### config.mk
export PLATFORM = sky130hd
export DESIGN_NAME = seg7_pattern_decoder
export DESIGN_NICKNAME = d
export VERILOG_FILES = /design/src/rtl/seg7_pkg.sv /design/src/rtl/seg7_stability_filter.sv /design/src/rtl/seg7_pattern_decoder.sv
export SDC_FILE = /design/constraint.sdc
export NUM_CORES = 1
export LEC_CHECK = 0
export BUFFER_PORTS_ARGS = -buffer_cell sky130_fd_sc_hd__buf_2
export CORE_ASPECT_RATIO = 0.5
export CORE_MARGIN = 2
export CORE_UTILIZATION = 56
export CTS_CLUSTER_SIZE = 8
export DETAILED_ROUTE_END_ITERATION = 16
export HOLD_SLACK_MARGIN = 0.12
export PLACE_DENSITY = 0.82
export SLEW_MARGIN = 20
export SYNTH_ARGS = -nofsm -noshare
export SYNTH_HDL_FRONTEND = slang
export SYNTH_SLANG_ARGS = --single-unit
### constraint.sdc
create_clock -name clk -period 2.45 [get_ports clk]
set_input_delay 0 -clock clk [delete_from_list [all_inputs] [get_ports clk]]
set_output_delay 0 -clock clk [all_outputs]
set_load 0.03 [all_outputs]
### src/rtl/seg7_pkg.sv
// Purpose : shared pattern constants, decode helper and FSM state type for the
//           7-segment pattern decoder (active-low segments, bit6=g .. bit0=a).
// Ports   : none (package).
package seg7_pkg;

  localparam logic [6:0] SEG_0     = 7'b1000000;
  localparam logic [6:0] SEG_1     = 7'b1111001;
  localparam logic [6:0] SEG_2     = 7'b0100100;
  localparam logic [6:0] SEG_3     = 7'b0110000;
  localparam logic [6:0] SEG_4     = 7'b0011001;
  localparam logic [6:0] SEG_5     = 7'b0010010;
  localparam logic [6:0] SEG_6     = 7'b0000010;
  localparam logic [6:0] SEG_7     = 7'b1111000;
  localparam logic [6:0] SEG_8     = 7'b0000000;
  localparam logic [6:0] SEG_9     = 7'b0011000;
  localparam logic [6:0] SEG_A     = 7'b0001000;
  localparam logic [6:0] SEG_B     = 7'b0000011;
  localparam logic [6:0] SEG_C     = 7'b1000110;
  localparam logic [6:0] SEG_D     = 7'b0100001;
  localparam logic [6:0] SEG_E     = 7'b0000110;
  localparam logic [6:0] SEG_F     = 7'b0001110;
  localparam logic [6:0] SEG_BLANK = 7'b1111111;

  // legal = pattern is one of the 16 digit codes; blank is reported separately
  // so it is neither a digit nor an error.
  typedef struct packed {
    logic       legal;
    logic       blank;
    logic [3:0] nibble;
  } seg7_dec_t;

  typedef enum logic {HUNT, EMIT} seg7_dec_state_t;

  function automatic seg7_dec_t seg7_decode(input logic [6:0] seg);
    seg7_dec_t d;
    d = '0;
    d.legal = 1'b1;
    case (seg)
      SEG_0:     d.nibble = 4'h0;
      SEG_1:     d.nibble = 4'h1;
      SEG_2:     d.nibble = 4'h2;
      SEG_3:     d.nibble = 4'h3;
      SEG_4:     d.nibble = 4'h4;
      SEG_5:     d.nibble = 4'h5;
      SEG_6:     d.nibble = 4'h6;
      SEG_7:     d.nibble = 4'h7;
      SEG_8:     d.nibble = 4'h8;
      SEG_9:     d.nibble = 4'h9;
      SEG_A:     d.nibble = 4'hA;
      SEG_B:     d.nibble = 4'hB;
      SEG_C:     d.nibble = 4'hC;
      SEG_D:     d.nibble = 4'hD;
      SEG_E:     d.nibble = 4'hE;
      SEG_F:     d.nibble = 4'hF;
      SEG_BLANK: begin
        d.legal = 1'b0;
        d.blank = 1'b1;
      end
      default:   d.legal = 1'b0;
    endcase
    return d;
  endfunction

endpackage

### src/rtl/seg7_stability_filter.sv
// Purpose : debounce a 7-bit segment bus; pulse once when a pattern has been seen
//           on STABLE_CYCLES consecutive enabled samples.
// Latency : stable_hit/stable_seg registered on the edge taking the final sample.
// Backpressure: none; runs every cycle, sample_en=0 cycles freeze the run.
// Ports   : clk, reset (async high), seg_in[6:0], sample_en -> stable_seg[6:0], stable_hit
module seg7_stability_filter #(
  parameter int STABLE_CYCLES = 4
) (
  input  logic       clk,
  input  logic       reset,
  input  logic [6:0] seg_in,
  input  logic       sample_en,
  output logic [6:0] stable_seg,
  output logic       stable_hit
);
  import seg7_pkg::*;

  localparam int CW = $clog2(STABLE_CYCLES + 1);
  localparam logic [CW-1:0] CNT_MAX = CW'(STABLE_CYCLES);
  localparam logic [CW-1:0] CNT_ONE = CW'(1);

  logic [6:0]    last_seg;
  logic [CW-1:0] stab_cnt;

  always_ff @(posedge clk or posedge reset) begin
    if (reset) begin
      last_seg   <= SEG_BLANK;
      stab_cnt   <= '0;
      stable_hit <= 1'b0;
    end else begin
      stable_hit <= 1'b0;
      if (sample_en) begin
        if (seg_in == last_seg) begin
          // Saturating count: once at the limit the run has already hit,
          // so a held pattern yields exactly one pulse.
          if (stab_cnt != CNT_MAX) begin
            stab_cnt   <= stab_cnt + CNT_ONE;
            stable_hit <= (stab_cnt + CNT_ONE) == CNT_MAX;
          end
        end else begin
          last_seg   <= seg_in;
          stab_cnt   <= CNT_ONE;
          stable_hit <= (CNT_ONE == CNT_MAX);
        end
      end
    end
  end

  // The pattern that produced the hit is the one now held in last_seg.
  assign stable_seg = last_seg;

endmodule

### src/rtl/seg7_pattern_decoder.sv
// Purpose : decode a debounced active-low 7-seg bus back to a hex digit with valid/ready out.
// Latency : out_valid rises 1 clk after the edge of the sample completing a stable run.
// Backpressure: one-deep; digits stabilising while out_valid=1 are dropped and set overrun.
// Ports   : clk, reset (async high), seg_in[6:0], sample_en, out_ready ->
//           out_valid, out_nibble[3:0], err_pulse, err_count[ERR_W-1:0], overrun
module seg7_pattern_decoder #(
  parameter int STABLE_CYCLES = 4,
  parameter int ERR_W         = 8
) (
  input  logic             clk,
  input  logic             reset,
  input  logic [6:0]       seg_in,
  input  logic             sample_en,
  input  logic             out_ready,
  output logic             out_valid,
  output logic [3:0]       out_nibble,
  output logic             err_pulse,
  output logic [ERR_W-1:0] err_count,
  output logic             overrun
);
  import seg7_pkg::*;

  logic [6:0] stable_seg;
  logic       stable_hit;

  seg7_stability_filter #(
    .STABLE_CYCLES(STABLE_CYCLES)
  ) u_filter (
    .clk       (clk),
    .reset     (reset),
    .seg_in    (seg_in),
    .sample_en (sample_en),
    .stable_seg(stable_seg),
    .stable_hit(stable_hit)
  );

  seg7_dec_state_t state_q, state_d;
  seg7_dec_t       dec;
  logic [3:0]      nibble_d;
  logic            err_pulse_d;
  logic [ERR_W-1:0] err_count_d;
  logic            overrun_d;

  always_ff @(posedge clk or posedge reset) begin
    if (reset) begin
      state_q    <= HUNT;
      out_nibble <= 4'h0;
      err_pulse  <= 1'b0;
      err_count  <= '0;
      overrun    <= 1'b0;
    end else begin
      state_q    <= state_d;
      out_nibble <= nibble_d;
      err_pulse  <= err_pulse_d;
      err_count  <= err_count_d;
      overrun    <= overrun_d;
    end
  end

  always_comb begin
    dec         = seg7_decode(stable_seg);
    state_d     = state_q;
    nibble_d    = out_nibble;
    err_pulse_d = 1'b0;
    err_count_d = err_count;
    overrun_d   = overrun;

    // Invalid patterns are counted in either state.
    if (stable_hit && !dec.legal && !dec.blank) begin
      err_pulse_d = 1'b1;
      if (err_count != {ERR_W{1'b1}})
        err_count_d = err_count + 1'b1;
    end

    case (state_q)
      HUNT: begin
        if (stable_hit && dec.legal) begin
          nibble_d = dec.nibble;
          state_d  = EMIT;
        end
      end
      EMIT: begin
        // A digit arriving in the handover cycle is dropped too: no reload.
        if (stable_hit && dec.legal)
          overrun_d = 1'b1;
        if (out_ready)
          state_d = HUNT;
      end
      default: state_d = HUNT;
    endcase
  end

  // Derived from the async-reset state register so reset clears it immediately.
  assign out_valid = (state_q == EMIT);

endmodule

* Word level (Yosys, flattened, before mapping)
Cells that the tools add are included.
** Word-level totals
- Input bits :: 11
- Register bits :: 26
** Operators by class
- Bitwise gates (word level) :: 2
- Multiplexer cells :: 12
- Equality and inequality tests :: 21
- Reduce and logical (&&, ||, !) cells :: 12
- $add $sub $neg :: 2
** Operators with widths (count)
- $pmux W4 S15 :: 1
- $eq A7 B7 Y1 const B :: 5
- $eq A7 B5 Y1 const B :: 3
- $eq A7 B6 Y1 const B :: 3
- $reduce_or A16 Y1 :: 1
- $eq A7 B2 Y1 const B :: 2
- $eq A7 B4 Y1 const B :: 2
- $reduce_and A2 Y1 :: 5
- $add A8 B1 Y8 const B :: 1
- $mux W1 :: 8
- $ne A8 B8 Y1 const B :: 1
- $eq A7 B3 Y1 const B :: 1
- $eq A7 B7 Y1 :: 1
- $logic_not A7 Y1 :: 1
- $mux W3 :: 2
- $add A3 B1 Y3 const B :: 1
- $eq A3 B3 Y1 const B :: 1
- $logic_and A1 B1 Y1 :: 3
- $ne A3 B3 Y1 const B :: 1
- $logic_not A1 Y1 :: 2
- $ne A2 B2 Y1 const B :: 1
- $not A1 Y1 :: 2
- $pmux W1 S2 :: 1

* Longest topological paths before layout
Gate-level depths: netlist of run 1.
- Depth after elaboration :: 7
- Depth in mapped cells :: 7
- Depth with buffers taken out :: 6

* Cells and area by module
From an unflattened synthesis of run 1, not the netlist that was laid out.
** Unflattened totals
- Cell total of the unflattened synthesis :: 162
- Area, all modules :: 1644.1 um^2
** Modules (own cells, without submodules)
- seg7_pattern_decoder :: area each 1046.0 um^2, cells an instance 113, times used 1, sequential area each 375.4 um^2
- seg7_stability_filter :: area each 598.1 um^2, cells an instance 49, times used 1, sequential area each 284.0 um^2

* Worst setup path before layout of run 1
No wires, ideal clock.
- Kind :: register to register
- Start point :: register u_filter.last_seg[0], in the netlist u_filter.stable_seg[0]
- End point :: register err_count[5]
- Setup slack :: 0.345 ns
- Buffers on the path :: 1
- Cell stages (with the launch flop) :: 8
- Data arrival time :: 1.971 ns
- Cells stage by stage :: dfstp_2 -> buf_2 -> nor2_1 -> a21o_1 -> a21boi_4 -> nand3_4 -> or4_4 -> xnor2_2
** Between the ends
- Cells in the longest elaborated chain, start to end :: 7
- Elaborated cells on any way between the ends :: 25
- Those cells by class :: 16 x eq/ne; 2 x mux; 7 x reduce/logical
** Ends and longest elaborated chain
- start: declaration :: line seg7_stability_filter.sv:22 : logic [6:0] last_seg;
- start signal: assignment :: line seg7_stability_filter.sv:41 : last_seg <= seg_in;
- $eq A7 B4 Y1, or another cell as far along :: line seg7_pkg.sv:38 : case (seg)
- $reduce_or A16 Y1 (no line)
- $mux W1 :: line seg7_pkg.sv:38
- $logic_not A1 Y1 :: line seg7_pattern_decoder.sv:69 : if (stable_hit && !dec.legal && !dec.blank) begin
- $logic_and A1 B1 Y1 :: line seg7_pattern_decoder.sv:69
- $logic_and A1 B1 Y1 (*) :: line seg7_pattern_decoder.sv:69
- $reduce_and A2 Y1 (no line) (*)
- end signal: assignment :: line seg7_pattern_decoder.sv:55 : err_count <= err_count_d;
- end: declaration :: line seg7_pattern_decoder.sv:18 : output logic [ERR_W-1:0] err_count,
Every way passes the cells marked *; elsewhere a longest branch is shown, timed or not.
A chain may end at the register's enable or synchronous reset.

* Final worst setup path of run 1
- Start point :: register u_filter.last_seg[5], in the netlist u_filter.stable_seg[5]
- End point :: register err_count[5]
Same word-level chain as after synthesis.

==> results of run 1 <==
-- per-stage QoR --
| step | hold WS (ns) | util |
|---|---|---|
| finish | 0.348 | 0.723 |
| global route | 0.424 | 0.723 |
| CTS | 0.450 | 0.723 |
| detailed placement | 0.200 | 0.650 |
| global placement | 0.179 | 0.650 |
| floorplan | 0.0348 | - |
-- flip-flops by register name, indices dropped and copies added (netlist names) --
signal	cells
err_count	8
u_filter.stable_seg	7
out_nibble	4
u_filter.stab_cnt	3
err_pulse	1
out_valid	1
overrun	1
u_filter.stable_hit	1
-- layout make-up --
class / instances / share of cell area
multi-input combinational: 114 / 0.449
timing repair buffer: 37 / 0.128
inverter: 9 / 0.0176
tap: 37 / 0.0242
clock buffer: 3 / 0.0216
clock inverter: 1 / 0.0157
sequential: 26 / 0.344
-- cell usage in the layout (no fill, tap or decap), drive strengths merged, types with 3 or more instances in the layout --
cell,synthesis,layout
a21oi,5,5
buf,7,25
clkbuf,1,3
dfrtp,19,19
dfstp,7,7
dlygate4sd3,0,12
ha,4,4
inv,9,8
mux2,11,11
nand2,10,10
nand2b,3,3
nand3,9,9
nand4,3,3
nor2,9,9
nor3,4,4
nor3b,3,3
nor4,3,3
o21ai,8,8
or4,3,3
xnor2,6,6
xor2,9,9
-- final timing paths --
kind                                        start                    to  slack [ns]
min in group clk                        out_ready             out_valid        0.45
setup / recovery           u_filter.stable_seg[5]          err_count[5]        0.14
max in group asynchronous                   reset          err_count[4]        1.68
setup reg to reg           u_filter.stable_seg[5]          err_count[5]        0.14
hold / removal                              reset  u_filter.stab_cnt[1]        0.35
hold reg to reg                           overrun               overrun        0.48
-- logic make-up after synthesis --
| group | count (synthesis) | synth area share |
|---|---|---|
| simple gates | 57 | 0.218 |
| compound gates | 26 | 0.116 |
| flops | 26 | 0.411 |
| buf+inv | 17 | 0.0538 |
| xor+xnor | 15 | 0.0865 |
| mux | 12 | 0.0834 |
| fa+ha+maj | 4 | 0.0312 |
-- routing by layer --
metal	routed length, um	track usage
met4	96	0.0828
met2	1570	0.353
met5	0	0
met3	198	0.0674
met1	1570	0.326
-- critical path: stages (launching register included) --
cell	delay, ns
sky130_fd_sc_hd__dfstp_2	0.68
sky130_fd_sc_hd__nor4bb_1	0.12
sky130_fd_sc_hd__o2bb2a_2	0.29
sky130_fd_sc_hd__a21boi_4	0.23
sky130_fd_sc_hd__nand3_4	0.16
sky130_fd_sc_hd__or4_4	0.57
sky130_fd_sc_hd__xnor2_2	0.14
-- power by group through the flow --
stage / Clock (mW) / Sequential, mW / Combinational, mW
6_report: 0.362 / 0.497 / 0.145
5_1_grt: 0.388 / 0.502 / 0.160
4_1_cts: 0.363 / 0.494 / 0.141
3_5_place_dp: 0 / 0.502 / 0.124
3_3_place_gp: 0 / 0.502 / 0.121
2_1_floorplan: 0 / 0.468 / 0.135
==> flow_results.org, run 1 <==
** Yosys
- Ranked by instance count, the synthesized netlist is headed by sky130_fd_sc_hd__dfrtp_1, sky130_fd_sc_hd__mux2_2, sky130_fd_sc_hd__nand2_1.
- Cell type contributing the most total cell area after synthesis :: sky130_fd_sc_hd__dfrtp_1
- Dominant cells by area after synthesis :: sky130_fd_sc_hd__dfrtp_1, sky130_fd_sc_hd__dfstp_2, sky130_fd_sc_hd__mux2_2
- Proportion of synthesized chip area in sequential cells :: 0.411
- Yosys instantiated no cell more often than sky130_fd_sc_hd__dfrtp_1.
- After technology mapping, the gate count stands at 157.
- Synthesis produced a netlist with a net count of 172.
- The share of synthesized area in the top cell type comes to 0.296.
- After synthesis, the share of flip-flops with an asynchronous set or reset is 1.00.
- Commonest register cell after synthesis :: sky130_fd_sc_hd__dfrtp_1
- Mean post-synth cell area :: 10.2 um2
- The number of different library cells used by synthesis comes to 45.
- Number of flops mapped to enable cells by yosys :: 0
- Total of flip-flops plus latches after synthesis :: 26
- Yosys printed 0 warnings.
- After synthesis the cells add up to 1610 um2.

** Clocking
- Number of H-tree levels :: 1
- After clock tree synthesis, the clock-pin slew on the worst setup and hold paths is 0.09 ns.
- After clock tree synthesis, the flow added hold-fix buffers numbering 12.
- Total CTS buffers :: 3
- At the later pin of the worst-skew pair, clock insertion delay measures 0.27 ns.
- TritonCTS clock tree :: yes
- Maximum buffer depth of the clock tree :: 2
- Number of buffers inserted by post-CTS setup repair :: 0
- Clock tree synthesis selected as its root buffer the cell sky130_fd_sc_hd__clkbuf_8.
- Number of sinks on the clock net :: 26
- Number of gates resized after cts :: 0

** STA
- Between clock sinks in the finished design, the worst skew comes to 0.00201 ns.
- Setup repair after global routing left no endpoint under its margin.
- Setup TNS :: 0 ns
- Rel. slew slack :: 0.387
- Final number of max-transition violations :: 0
- Setup violations, final :: 0
- Slew at the pin closest to its max-slew limit :: 0.914 ns
- Final hold vios :: 0
- Min setup slack post-route :: 0.142 ns
- Timing would allow up to 433 MHz.
- Clock period minus worst slack :: 2.31 ns
- Dividing the final minimum period by the clock period gives 0.942.

** Die
- Vert. Die Dim :: 41.9 um
- Measured along the x axis, the die boundary spans 79.7 um.
- Floorplan core area :: 2650 um2
- Total die area :: 3340 um2
- Pin placement for this block handled 26 I/O pins.
- The floorplan has 13 rows.
- The initial utilization of the core area, before any placement, comes to 0.605.

** Final layout
- Multi-input logic area :: 860 um2
- Footprint of the flip-flops and latches :: 659 um2
- Diodes inserted :: 0
- Fillers :: 174
- For this run, the post-layout net count is 206.
- Fraction of layout cells with a size suffix above 1 :: 0.305
- Final instance area :: 1920 um2
- Layout overhead on the synthesized area :: 19.3%
- Once layout is complete, the cells apart from fillers number 227.

** Power
- Dividing total power by cell area gives a power density of 524 nW/um2.
- Peak supply drop :: 357 uV
- The share of total power dissipated in combinational logic is 0.144.
- Total power :: 1.00 mW
- Of the total power, the share spent switching nets is 0.258.
- P_sw :: 259 uW
- Internal power consumption :: 745 uW
- The share of total power dissipated in the clock network is 0.360.
- Of the total power, registers draw 0.496.
- The analysis attributes to cell leakage a power of 0.899 nW.

** Detailed routing
- DRC errors left :: 0
- Drt first-iter violations :: 89
- In the routed layout, each cell is associated on average with a via count of 5.79.
- After detailed routing, the average wire length per cell comes to 15.1 um.
- Sum of routed wire length over all layers :: 3440 um
- DR vias :: 1314
- For this run, the detailed router's first-pass iteration total came to 5.
- In this run the remaining antenna-violating nets after routing total 0.

** Worst setup path
- Worst Setup Path Type :: register to register
- STA classifies the critical path endpoint as a register.
- For the worst setup path, the data arrival time is 2.47 ns.
- STA puts the critical path data required time at 2.62 ns.
- Of all nets on the critical path, the largest fanout is 13.
- Number of cells on the worst reg-to-reg path :: 6
- Type of element launching the critical path :: register

** Job
- Max Cap Viol :: 0

** Global route
- The first global-routing pass estimated 5950 um of wire.
- Number of antenna violations at the first check in global routing :: 0
- Pin count of the biggest net entering global routing :: 27
- Overall routing resource usage :: 0.235
- Via count of the first global-routing pass :: 1245
- The total overflow left after global routing is 0.

** Run status
- The flow ran to the end, and the final reports show no timing, DRC or antenna violations.

** Place
- Before CTS, the worst setup slack after placement is 0.220 ns.
- Routability congestion estimate from global placement :: 0.855
- Instance area at placement :: 1720 um2
- In this run the tool buffered the top-level ports with 25 buffer cells.
- # placed instances :: 211
- Summed over all nets, the half-perimeter wirelength after detailed placement is 2150 um.

** Min path
- Type of the worst min-delay path :: primary input to asynchronous set/reset pin
No activity file was read; power rests on OpenSTA's default activity.
==> inputs of run 2 (changes only) <==
ABC_AREA = 1   (was not set)
CORE_UTILIZATION = 57   (was 56)
==> flow_results.org, run 2 <==
** Run status
- The flow ran to the end, and the final reports show no timing, DRC or antenna violations.

** Clocking
- After clock tree synthesis, the clock-pin slew on the worst setup and hold paths is 0.10 ns.
- Clock tree synthesis inserted a total of 3 buffers.
- The tree built by TritonCTS fans out to 26 sinks.
- TritonCTS clock tree :: yes
- Clock latency on the worst-skew pair :: 0.28 ns
- In this run the number of H-tree levels came out at 1.
- Maximum buffer depth of the clock tree :: 2
- Cell chosen for the clock root :: sky130_fd_sc_hd__clkbuf_8
- In this run the post-CTS setup repair buffer count came out at 0.

** Worst setup path
- On the worst path, the slowest cell contributes a delay of 0.64 ns.
- In this design, the critical path's most frequently occurring cell is sky130_fd_sc_hd__nor2_1.
- Worst Setup Path Type :: register to register
- Among all stages on the critical path, the largest delay is contributed by sky130_fd_sc_hd__dfstp_2.
- Buffering stage count on the worst path with inverters included :: 1
- Category of the worst setup path capture point :: register
- At the worst endpoint, the arrival time is 1.99 ns.
- Of all nets on the critical path, the largest fanout is 7.
- Crit-path leading delay family :: simple AND/OR/NAND/NOR gates
- Data required time of the critical path :: 2.60 ns
- STA classifies the critical path startpoint as a register.
- The critical path goes through inv_2, nand3_1, nor2_1, nor2_1, nand2_1, nor2_1, nand2_2, nand3_1, o21ai_0.

** Detailed routing
- Post-detailed-route count of antenna-violating nets :: 0
- Average vias per placed instance :: 5.54
- DRC errors left :: 0
- Drt first-iter violations :: 234
- The first TritonRoute pass finished after 5 iterations.
- Summed over all layers, the routed wires come to 4540 um.
- Routed wire length per instance :: 13.6 um
- The final route contains 1852 vias.

** Die
- Number of standard-cell rows in the floorplan :: 14
- Boundary Pins :: 26
- Vert. Die Dim :: 44.6 um
- For this configuration, the core starts out at a cell density of 0.613.
- The region available for standard cell placement spans 3070 um2.
- The die covers 3800 um2.
- The die is 85.2 um wide.

** Yosys
- For this run, the leading register cell type out of synthesis is sky130_fd_sc_hd__dfrtp_1.
- Top-area cell type share of the netlist area :: 0.253
- The share of the Yosys chip area taken by registers is 0.351.
- In the post-synthesis netlist, the biggest area contributors are sky130_fd_sc_hd__dfrtp_1, sky130_fd_sc_hd__nand2_1, sky130_fd_sc_hd__dfstp_2.
- By count the netlist is led by sky130_fd_sc_hd__nand2_1, sky130_fd_sc_hd__nor2_1, sky130_fd_sc_hd__dfrtp_1.
- Mean post-synth cell area :: 7.22 um2
- Area of the mapped netlist :: 1880 um2
- In this run, synthesis inferred 0 flip-flops with an integrated enable.
- The synthesized design contains 26 register bits.
- Post-synthesis cell count :: 260
- The synthesized netlist contains 29 unique library cells.
- The most common cell in the synthesized netlist is sky130_fd_sc_hd__nand2_1.
- Cell type contributing the most total cell area after synthesis :: sky130_fd_sc_hd__dfrtp_1
- Share of synthesized flip-flops with an asynchronous set or reset :: 1.00
- When the netlist entered floorplanning its net count stood at 275.
- Synth warn :: 0

** Place
- Post-DP HPWL :: 3370 um
- Routability congestion estimate from global placement :: 0.917
- Port buffering added 25 buffers.
- Counting tap cells, the placed design contains a total of 320 instances.

** STA
- Post-route fraction of the period consumed by the critical path :: 0.753
- The number of pins with negative max-slew slack in the final report is 0.
- The worst path in the final design needs a cycle of 1.84 ns, including I/O delays and setup.
- Setup repair after global routing missed its margin :: no
- Tightest hold margin :: 0.326 ns
- Rel. slew slack :: 0.623
- Setup TNS :: 0 ns
- For the pin with the worst max-slew slack, the measured transition is 0.565 ns.
- Setup violations remaining at the end of the flow were counted as 0.
- Highest achievable clock rate :: 542 MHz
- The final count of hold timing violations is 0.
- For the final database, setup skew stands at 0.00408 ns.

** Job
- The tool flagged a number of max-cap violations equal to 0.

** Final layout
- The top cell types in the final layout, fill and taps aside, are sky130_fd_sc_hd__nand2_1, sky130_fd_sc_hd__nor2_1, sky130_fd_sc_hd__buf_2.
- The finished layout holds 334 standard cells, fillers aside.
- Fillers :: 233
- Number of flip-flops under the largest register name :: 8
- In the final layout, the share of cells above drive strength 1 is 0.269.
- In the final design database the tool counted 310 nets.
- Layout overhead on the synthesized area :: 16.5%
- Register bank with the most flops :: err_count
- Commonest non-fill, non-tap cell in the layout :: sky130_fd_sc_hd__nand2_1
- Diodes inserted :: 0

** Power
- Internal power consumption :: 747 uW
- The share of total power dissipated in the clock network is 0.350.
- Peak supply drop :: 288 uV
- Total power :: 1.06 mW
- Of the total power, combinational logic draws 0.189.
- In this run the power spent charging and discharging nets is 312 uW.
- Of the total power, the share spent switching nets is 0.295.
- Leak pwr :: 1.13 nW
- Sequential cell fraction of total power :: 0.461
- PwrDens :: 484 nW/um2

** Global route
- The first global-routing pass estimated 7550 um of wire.
- For this run, the total global-route usage over all layers was measured as 0.258.
- Entering global routing, the biggest net connects 27 pins.
- The initial antenna violation count came to 0.
- Grt ovf :: 0
- The number of global-route vias before repair came to 1636.

** Min path
- The worst hold path belongs to the class primary input to asynchronous set/reset pin.
run 2: final timing paths:
kind / endpoint / from / slack [ns] / cells after the start
setup / recovery: out_valid / u_filter.stable_seg[4] / 0.61 / 9
hold / removal: u_filter.stab_cnt[2] / reset / 0.33 / 3
setup reg to reg: out_valid / u_filter.stable_seg[4] / 0.61 / 9
hold reg to reg: out_nibble[0] / out_nibble[0] / 0.48 / 2
max in group asynchronous: u_filter.stable_seg[3] / reset / 1.75 / 3
min in group clk: out_valid / out_ready / 0.47 / 3
run 2: tightest hold or removal path: cells and delay by family:
| kind | cells | cell delay, ns |
|---|---|---|
| buffers and inverters | 3 | 1.08 |
run 2: layout make-up:
cell class	count	area, um2	area share
multi-input cells	208	1100	0.504
inverters	21	78.8	0.0360
clock inverters	1	30.0	0.0137
clock buffers	3	41.3	0.0189
flip-flops and latches	26	659	0.301
repair buffers	35	225	0.103
well taps	40	50.0	0.0229
run 2: cell families after synthesis:
group	after synthesis	share of synthesized area
DFF	26	0.351
xor gates and xnor gates	10	0.0466
adders and majority gates	4	0.0266
and+or+nand+nor	177	0.465
buffers and inverters	26	0.0613
AOI/OAI and AO/OA	17	0.0493
run 2: power by group through the flow:
stage          clock network (mW)  registers (mW)  logic, mW
5_1_grt                     0.395           0.492      0.226
6_report                    0.370           0.488      0.200
4_1_cts                     0.376           0.487      0.196
3_3_place_gp                    0           0.494      0.179
3_5_place_dp                    0           0.496      0.181
2_1_floorplan                   0           0.480      0.156
run 2: per-layer routing:
metal	GRT usage	vias to the layer above	wire [um]
met5	0	-	0
met4	0.0349	0	74
met3	0.0653	12	400
met2	0.405	95	1960
met1	0.376	844	2100
li1	-	901	-
run 2: timing repair:
action | CTS | global route
hold buffers | 10 | 0
resized for setup | 0 | 0
hold endpoints to repair | 29 | 0
endpoints found under the setup margin | 0 | 0
run 2: stage by stage:
stage          area, um2  worst slack (ns)  utilization
2_1_floorplan       1880             0.779            -
3_3_place_gp        2020             0.712        0.658
3_5_place_dp        2020             0.657        0.658
6_report            2190             0.606        0.714
5_1_grt             2190             0.446        0.714
4_1_cts             2190             0.635        0.714
